`config.mk`:
```
export PLATFORM = sky130hd
export DESIGN_NAME = ifu_issue_flat
export DESIGN_NICKNAME = d
export VERILOG_FILES = /design/src/rtl/core_pkg.sv /design/src/rtl/ifu_issue_if.sv /design/src/rtl/ifu_issue.sv /design/src/flat_wrapper.sv
export SDC_FILE = /design/constraint.sdc
export NUM_CORES = 1
export LEC_CHECK = 0
export ABC_CLOCK_PERIOD_IN_PS = 3470
export CAP_MARGIN = 30
export CORE_ASPECT_RATIO = 0.8
export CORE_MARGIN = 1.5
export CORE_UTILIZATION = 48
export CTS_BUF_LIST = sky130_fd_sc_hd__clkbuf_4 sky130_fd_sc_hd__clkbuf_8
export CTS_CLUSTER_SIZE = 14
export DETAILED_ROUTE_END_ITERATION = 10
export GPL_ROUTABILITY_DRIVEN = 1
export PLACE_DENSITY = 0.9
export SLEW_MARGIN = 20
export SYNTH_ARGS = -nofsm -noshare
export SYNTH_HDL_FRONTEND = slang
export SYNTH_SLANG_ARGS = --single-unit
```
`constraint.sdc`:
```
create_clock -name clk -period 3.47 [get_ports clk]
set_input_delay 0.8675 -clock clk [delete_from_list [all_inputs] [get_ports clk]]
set_output_delay 0.8675 -clock clk [all_outputs]
set_load 0.05 [all_outputs]
```
`src/rtl/core_pkg.sv`:
```
// Shared iexec types: fetch/issue FSM states, request/response packets, next-PC helper.
// No logic and no latency; backpressure lives in the modules that use these types.
// Packets are fixed at the core's 32-bit address and instruction width.
package core_pkg;

    localparam int IEXEC_AW   = 32;
    localparam int IEXEC_DW   = 32;
    localparam int ILEN_BYTES = 4;

    typedef enum logic [1:0] {
        FETCH_REQ,
        FETCH_WAIT,
        ISSUE,
        HALT
    } ifu_state_e;

    typedef struct packed {
        logic [IEXEC_DW-1:0] ir;
        logic [IEXEC_AW-1:0] pc;
    } iexec_req_t;

    typedef struct packed {
        logic                taken;
        logic [IEXEC_AW-1:0] offset;
    } iexec_rsp_t;

    // The offset is two's complement, so a plain add gives backward branches and wraps mod 2^AW.
    function automatic logic [IEXEC_AW-1:0] next_pc(
        input logic [IEXEC_AW-1:0] pc,
        input logic                taken,
        input logic [IEXEC_AW-1:0] offset
    );
        return taken ? pc + offset : pc + IEXEC_AW'(ILEN_BYTES);
    endfunction

endpackage

```
`src/rtl/ifu_issue_if.sv`:
```
// iexec request/response bundle between the fetch unit (master) and the EXU (slave).
// No latency of its own; response fields are meaningful only in the req_vld & req_rdy cycle.
// Backpressure: the master holds req_vld and req_pkt stable while req_rdy is low.
interface iexec_if_t;
    import core_pkg::*;

    logic       req_vld;
    logic       req_rdy;
    iexec_req_t req_pkt;
    iexec_rsp_t rsp_pkt;

    modport master (
        output req_vld,
        output req_pkt,
        input  req_rdy,
        input  rsp_pkt
    );

    modport slave (
        input  req_vld,
        input  req_pkt,
        output req_rdy,
        output rsp_pkt
    );

endinterface

```
`src/rtl/ifu_issue.sv`:
```
// Fetch unit: owns the PC, fetches one word at a time, issues it to the EXU, then redirects.
// Latency: 3 cycles per instruction (2 with a same-cycle fetch response).
// Backpressure: waits indefinitely on ibus_req_rdy and iexec req_rdy; it never retracts a request.
module ifu_issue
    import core_pkg::*;
#(
    parameter int            AW       = IEXEC_AW,
    parameter int            DW       = IEXEC_DW,
    parameter logic [AW-1:0] RESET_PC = '0
) (
    input  logic          clk,
    input  logic          rst_n,
    output logic          ibus_req_vld,
    input  logic          ibus_req_rdy,
    output logic [AW-1:0] ibus_req_addr,
    input  logic          ibus_rsp_vld,
    input  logic [DW-1:0] ibus_rsp_data,
    iexec_if_t.master     iexec,
    output logic [AW-1:0] pc_o,
    output logic [31:0]   issue_cnt,
    output logic          err
);

    ifu_state_e    state_q, state_d;
    logic [AW-1:0] pc_q, pc_d;
    logic [DW-1:0] ir_q, ir_d;
    logic          ibus_vld_q, ibus_vld_d;
    logic          iexec_vld_q, iexec_vld_d;
    logic [31:0]   cnt_q, cnt_d;
    logic          err_q, err_d;

    logic          ibus_acc;
    logic          iexec_hs;
    logic [AW-1:0] tgt_pc;

    assign ibus_acc = ibus_vld_q & ibus_req_rdy;
    assign iexec_hs = iexec_vld_q & iexec.req_rdy;
    assign tgt_pc   = next_pc(pc_q, iexec.rsp_pkt.taken, iexec.rsp_pkt.offset);

    always_comb begin
        state_d     = state_q;
        pc_d        = pc_q;
        ir_d        = ir_q;
        ibus_vld_d  = ibus_vld_q;
        iexec_vld_d = iexec_vld_q;
        cnt_d       = cnt_q;
        err_d       = err_q;

        case (state_q)
            FETCH_REQ: begin
                // The request valid rises one cycle after reset release, so any response
                // still in flight from before the reset cannot pair with an accept.
                ibus_vld_d = 1'b1;
                if (ibus_acc) begin
                    ibus_vld_d = 1'b0;
                    if (ibus_rsp_vld) begin
                        ir_d        = ibus_rsp_data;
                        iexec_vld_d = 1'b1;
                        state_d     = ISSUE;
                    end else begin
                        state_d = FETCH_WAIT;
                    end
                end
            end
            FETCH_WAIT: begin
                if (ibus_rsp_vld) begin
                    ir_d        = ibus_rsp_data;
                    iexec_vld_d = 1'b1;
                    state_d     = ISSUE;
                end
            end
            ISSUE: begin
                if (iexec_hs) begin
                    cnt_d       = cnt_q + 32'd1;
                    iexec_vld_d = 1'b0;
                    if (tgt_pc[1:0] != 2'b00) begin
                        err_d   = 1'b1;
                        state_d = HALT;
                    end else begin
                        pc_d       = tgt_pc;
                        ibus_vld_d = 1'b1;
                        state_d    = FETCH_REQ;
                    end
                end
            end
            HALT: begin
                ibus_vld_d  = 1'b0;
                iexec_vld_d = 1'b0;
            end
            default: begin
                state_d = HALT;
            end
        endcase
    end

    always_ff @(posedge clk or negedge rst_n) begin
        if (!rst_n) begin
            state_q     <= FETCH_REQ;
            pc_q        <= RESET_PC;
            ir_q        <= '0;
            ibus_vld_q  <= 1'b0;
            iexec_vld_q <= 1'b0;
            cnt_q       <= '0;
            err_q       <= 1'b0;
        end else begin
            state_q     <= state_d;
            pc_q        <= pc_d;
            ir_q        <= ir_d;
            ibus_vld_q  <= ibus_vld_d;
            iexec_vld_q <= iexec_vld_d;
            cnt_q       <= cnt_d;
            err_q       <= err_d;
        end
    end

    assign ibus_req_vld       = ibus_vld_q;
    assign ibus_req_addr      = pc_q;
    assign iexec.req_vld      = iexec_vld_q;
    assign iexec.req_pkt.ir   = ir_q;
    assign iexec.req_pkt.pc   = pc_q;
    assign pc_o               = pc_q;
    assign issue_cnt          = cnt_q;
    assign err                = err_q;

endmodule

```
`src/flat_wrapper.sv`:
```
// flat-port wrapper written by rule: the top's interface ports become plain ports
module ifu_issue_flat import core_pkg::*;
#(
    parameter int            AW       = IEXEC_AW,
    parameter int            DW       = IEXEC_DW,
    parameter logic [AW-1:0] RESET_PC = '0
)
  (clk, rst_n, ibus_req_vld, ibus_req_rdy, ibus_req_addr, ibus_rsp_vld, ibus_rsp_data, pc_o, issue_cnt, err, iexec_req_vld, iexec_req_pkt, iexec_req_rdy, iexec_rsp_pkt);
  iexec_if_t iexec_i ();
  input  logic clk;
  input  logic rst_n;
  output logic ibus_req_vld;
  input  logic ibus_req_rdy;
  output logic [AW-1:0] ibus_req_addr;
  input  logic ibus_rsp_vld;
  input  logic [DW-1:0] ibus_rsp_data;
  output logic [AW-1:0] pc_o;
  output logic [31:0] issue_cnt;
  output logic err;
  output wire logic [$bits(iexec_i.req_vld)-1:0] iexec_req_vld;
  output wire logic [$bits(iexec_i.req_pkt)-1:0] iexec_req_pkt;
  input wire logic [$bits(iexec_i.req_rdy)-1:0] iexec_req_rdy;
  input wire logic [$bits(iexec_i.rsp_pkt)-1:0] iexec_rsp_pkt;
  assign iexec_req_vld = iexec_i.req_vld;
  assign iexec_req_pkt = iexec_i.req_pkt;
  assign iexec_i.req_rdy = iexec_req_rdy;
  assign iexec_i.rsp_pkt = iexec_rsp_pkt;
  ifu_issue #(.AW(AW), .DW(DW), .RESET_PC(RESET_PC)) u_core (.clk(clk), .rst_n(rst_n), .ibus_req_vld(ibus_req_vld), .ibus_req_rdy(ibus_req_rdy), .ibus_req_addr(ibus_req_addr), .ibus_rsp_vld(ibus_rsp_vld), .ibus_rsp_data(ibus_rsp_data), .iexec(iexec_i), .pc_o(pc_o), .issue_cnt(issue_cnt), .err(err));
endmodule
```
; ---- Yosys cells after proc, flatten, opt, wreduce, memory -nomap -nowiden
; Cells that the tools add are included.
[word_totals]
reg_bits = 101
input_bits = 70
output_inout_bits = 163
elab_cells = 50
[op_classes]
addsub = 3
n_eq_ne = 7
muxes = 18
n_bitwise = 3
reduce_logical = 12
[ops]
columns = operator, count
row1 = 32-bit 2-to-1 mux, 3
row2 = 32-bit one-hot mux with 2 select lines, 1
row3 = 32-bit by 1-bit adder with 32-bit output (second input constant), 1
row4 = 32-bit by 3-bit adder with 32-bit output (second input constant), 1
row5 = 32-bit adder, 1
row6 = 2-bit 2-to-1 mux, 5
row7 = 3-bit AND reduction, 3
row8 = 1-bit 2-to-1 mux, 6
row9 = 2-bit one-hot mux with 3 select lines, 1
row10 = 2-bit AND reduction, 3
row11 = 3-bit nonzero test, 2
row12 = 2-bit == test (second input constant), 2
row13 = 2-bit by 1-bit != test with 1-bit output (second input constant), 2
row14 = 2-bit != test (second input constant), 2
row15 = 1-bit one-hot mux with 4 select lines, 1
row16 = 4-bit AND reduction, 1
row17 = 2-bit nonzero test, 2
row18 = 1-bit one-hot mux with 3 select lines, 1
row19 = 1-bit bitwise AND, 2
row20 = 2-bit by 1-bit == test with 1-bit output (second input constant), 1
row21 = 2-bit logical NOT, 1
row22 = 1-bit NOT, 1

; ---- Logic depth before layout (Yosys ltp)
[depth]
depth_word = 6
depth_mapped = 12
ltp_nobuf = 11

; ---- Worst setup path before layout
; No wires, ideal clock.
[synth_timing]
path_type = input-to-reg
startpoint = in iexec_rsp_pkt[0]
endpoint = reg u_core.pc_q[24], in the netlist u_core.ibus_req_addr[24]
setup_ns = 0.126
arrival_time_ns = 3.018
required_ns = 3.344
setup_slack_ns = 0.326
cell_stages = 11
cell_sequence = ha_1 -> fa_1 -> a21o_1 -> a21oi_1 -> o21a_1 -> nor3_1 -> o21bai_1 -> nand3_1 -> a211oi_1 -> xnor2_1 -> a221o_1
[synth_via]
elab_chain_cells = 5
[synth_rtl]
columns = item, line
row1 = "start, declared", flat_wrapper.sv:23  ; input wire logic [$bits(iexec_i.rsp_pkt)-1:0] iexec_rsp_pkt;
row2 = 32-bit adder *, core_pkg.sv:33  ; return taken ? pc + offset : pc + IEXEC_AW'(ILEN_BYTES);
row3 = 32-bit 2-to-1 mux *, core_pkg.sv:33
row4 = 2-bit nonzero test, ifu_issue.sv:76  ; if (tgt_pc[1:0] != 2'b00) begin
row5 = 1-bit NOT (no source line), -
row6 = 3-bit AND reduction (no source line), -
row7 = "end signal, assigned", ifu_issue.sv:107  ; pc_q <= pc_d;
row8 = "end, declared", ifu_issue.sv:25  ; logic [AW-1:0] pc_q, pc_d;
; Mark *: on every way between the ends. The rest lies on a longest branch, timed or not.
; A chain may end at the register's enable or synchronous reset.

; ---- Final worst setup path
[layout_timing]
startpoint = in iexec_rsp_pkt[0]
endpoint = reg u_core.pc_q[30], in the netlist u_core.ibus_req_addr[30]
; The elaborated chain is that of the path after synthesis.

==> impl_metrics.yaml <==
status:
  status: "complete, no violations"
timing:
  fin_setup_tns_ps: 0
  worst_slew_pin_slew_ps: 642
  finalHoldViolCount: 0
  skew_ps: 12.4
  max_freq_mhz: 295
  fin_crit_ps: 3390
  slew_headroom_pct: 56.8
  setup_viol: 0
  rsz0062_at_grt: "no"
  min_period_over_period_pct: 97.7
  slew_violations: 0
die:
  die_h_microns: 110
  core_sq_um: 13700
  io_pins: 233
  row_count: 38
  die_w_microns: 136
  start_util_pct: 49.7
  dieArea_sq_um: 14900
final_layout:
  diodes: 0
  final_util_pct: 67.9
  multiInputGateArea_sq_um: 3680
  syn2layout_area_growth_pct: 36.7
  fin_nets: 1039
  fillers: 1078
  post-route-cell-area_sq_um: 9330
  drive_above_1_share_pct: 12.1
  ff_latch_area_sq_um: 2530
clocking:
  htree_num_levels: 3
  numCtsBuffers: 9
  clock_sink_count: 101
  clockBufferDepth: 2
  cts_hold_buf: 0
  clk_pin_slew_worst_paths_ps: 110
  cts_tree: "yes"
  clock_latency_ps: 370
  cts_root_buf: "clkbuf_8"
setup_path:
  cp_max_fo: 4
  critical_path_class: "input pin to register"
  path_cells: "clkdlybuf4s50_1 -> ha_1 -> fa_1 -> a21o_1 -> a21oi_2 -> o21a_1 -> o31ai_1 -> a21oi_1 -> nor2b_1 -> o22ai_1 -> o211ai_1 -> o311ai_1"
  rr_startpoint: "u_core.ibus_req_addr[0]"
  critPathArrivalTime_ps: 3650
  startpoint: "iexec_rsp_pkt[0]"
  max_stage_delay_ps: 400
  slowest_stage: "clkdlybuf4s50_1"
  endpoint_kind: "register"
  start_kind: "input pin"
  reg2reg_slack_ps: 470
  cp.required_ps: 3730
synthesis:
  async_reset_ff_share_pct: 100
  synth_most_common_cell: "dfrtp_1"
  syn_area_sq_um: 6820
  synth_top_flop_cell: "dfrtp_1"
  synth_cell_type_count: 57
  synth_warnings: 0
  synth_nets: 842
  synthTopCellsByCount: "dfrtp_1 (101), a21oi_1 (69), buf_4 (65), nand2_1 (49), nor2_1 (40)"
  ys_ff_latch: 101
  avgSynthCellArea_sq_um: 9.31
  yosys.area.top_type: "dfrtp_1"
  synthTopCellsByArea: "dfrtp_1 (37%), buf_4 (7.2%), ha_1 (7.0%), mux2_2 (6.3%), a21oi_1 (5.1%)"
  synth_edf_count: 0
  synth-seq-area-share_pct: 37.0
  synthCells: 733
  netlist.area_leader.share_pct: 37.0
drt:
  wire_per_inst_microns: 16.7
  drc_errors: 0
  postRouteWirelength_microns: 18600
  route.antenna.remaining_nets: 0
  drt-pass1-iter-count: 5
  vias: 6290
  drtIter0Drc: 530
  vias_per_cell: 5.64
global_routing:
  grt_pass1_wl_microns: 29200
  grtUsageTotal_pct: 24.6
  antenna_found_initial: 0
  grt_max_degree: 59
  overflow: 0
  grt_pass1_vias: 5986
pwr:
  irDropWorstVdd_mv: 0.548
  power.density_nw_per_um2: 679
  power.leakage_nw: 3.98
hold_path:
  min_path_type: "register to register"
  hold_start: "u_core.err"
placed_design:
  place_hpwl_microns: 14300
  place.port_buffers: 232
  dpl_cell_area_sq_um: 9110
  place.gp.congestion: 0.945
job:
  cap_violations: 0
layer usage:
metal | up-vias | GRT usage, % | wire length, microns
met2 | 287 | 40.0 | 8820
met3 | 24 | 3.96 | 1340
met1 | 3021 | 34.0 | 8140
met4 | 0 | 7.22 | 299
met5 | - | 0 | 0
li1 | 2958 | - | -
area by class of cell:
type / instances / area share (%)
multi-input combinational: 529 / 39.5
tap: 180 / 2.41
inverter: 16 / 0.644
clock inverter: 7 / 0.764
clock buffer: 9 / 1.33
timing repair buffer: 273 / 28.3
sequential: 101 / 27.1
registers in the layout (all words and copies together), names as in the netlist:
name	cells
u_core.ibus_req_addr	32
u_core.issue_cnt	32
u_core.state_q	2
u_core.iexec.req_vld	1
u_core.err	1
u_core.ibus_req_vld	1
u_core.ir_q	32
timing repair:
item / in CTS / in global routing
setup buffers: 0 / 1
resized for setup: 0 / 4
setup endpoints to repair: 0 / 7
hold endpoints to repair: 0 / 0
critical path, delay by kind of cell:
kind / cells / cell delay, ps
compound gates: 8 / 1520
fa+ha+maj: 2 / 620
buf+inv: 1 / 400
simple gates: 1 / 230
per-stage QoR:
step	std cells	power (mW)	hold slack, ps	setup slack, ps
final	1115	6.34	468	78.5
after detailed placement	1098	5.59	446	-337
after global routing	1115	6.65	501	1.74
after global placement	1098	5.49	442	-279
after CTS	1114	6.35	471	56.3
after floorplan	733	4.44	559	326
cells in the final DEF, fill, tap and decap left out, types with 14 or more instances in the layout:
cell and n:
o22ai_1 19, buf_4 41, mux2_2 38, o21a_1 14, a21o_1 15, dfrtp_1 101, nor2_1 40, ha_1 38
inv_1 16, o21ai_0 25, and3_1 19, xnor2_1 36, xor2_1 21, nand3_1 39, a21oi_1 67, nand2_1 49
clkdlybuf4s50_1 231
worst paths after layout:
| check | cells after the start | to |
|---|---|---|
| max | 12 | u_core.ibus_req_addr[30] |
| min | 1 | u_core.err |
| max reg2reg | 11 | u_core.ibus_req_addr[30] |
| min reg2reg | 1 | u_core.err |
| max in group asynchronous | 2 | u_core.ir_q[0] |
| min in group asynchronous | 1 | u_core.ibus_req_addr[15] |
cell families after synthesis:
kind of cell	after synthesis	share of synthesized area, %
adders and majority gates	39	7.26
buffers and inverters	103	9.28
DFF	101	37.0
and+or+nand+nor	207	15.2
muxes	42	6.86
xor gates and xnor gates	57	7.32
AOI/OAI and AO/OA	184	17.0
power by group:
| group | switching [mW] | leakage (nW) | total, mW | internal (mW) |
|---|---|---|---|---|
| sequential | 0.292 | 1.27 | 1.77 | 1.48 |
| combinational | 2.38 | 2.62 | 3.82 | 1.43 |
| clock | 0.467 | 0.0922 | 0.747 | 0.280 |
| total | 3.14 | 3.98 | 6.34 | 3.20 |
No activity file was read; power rests on OpenSTA's default activity.
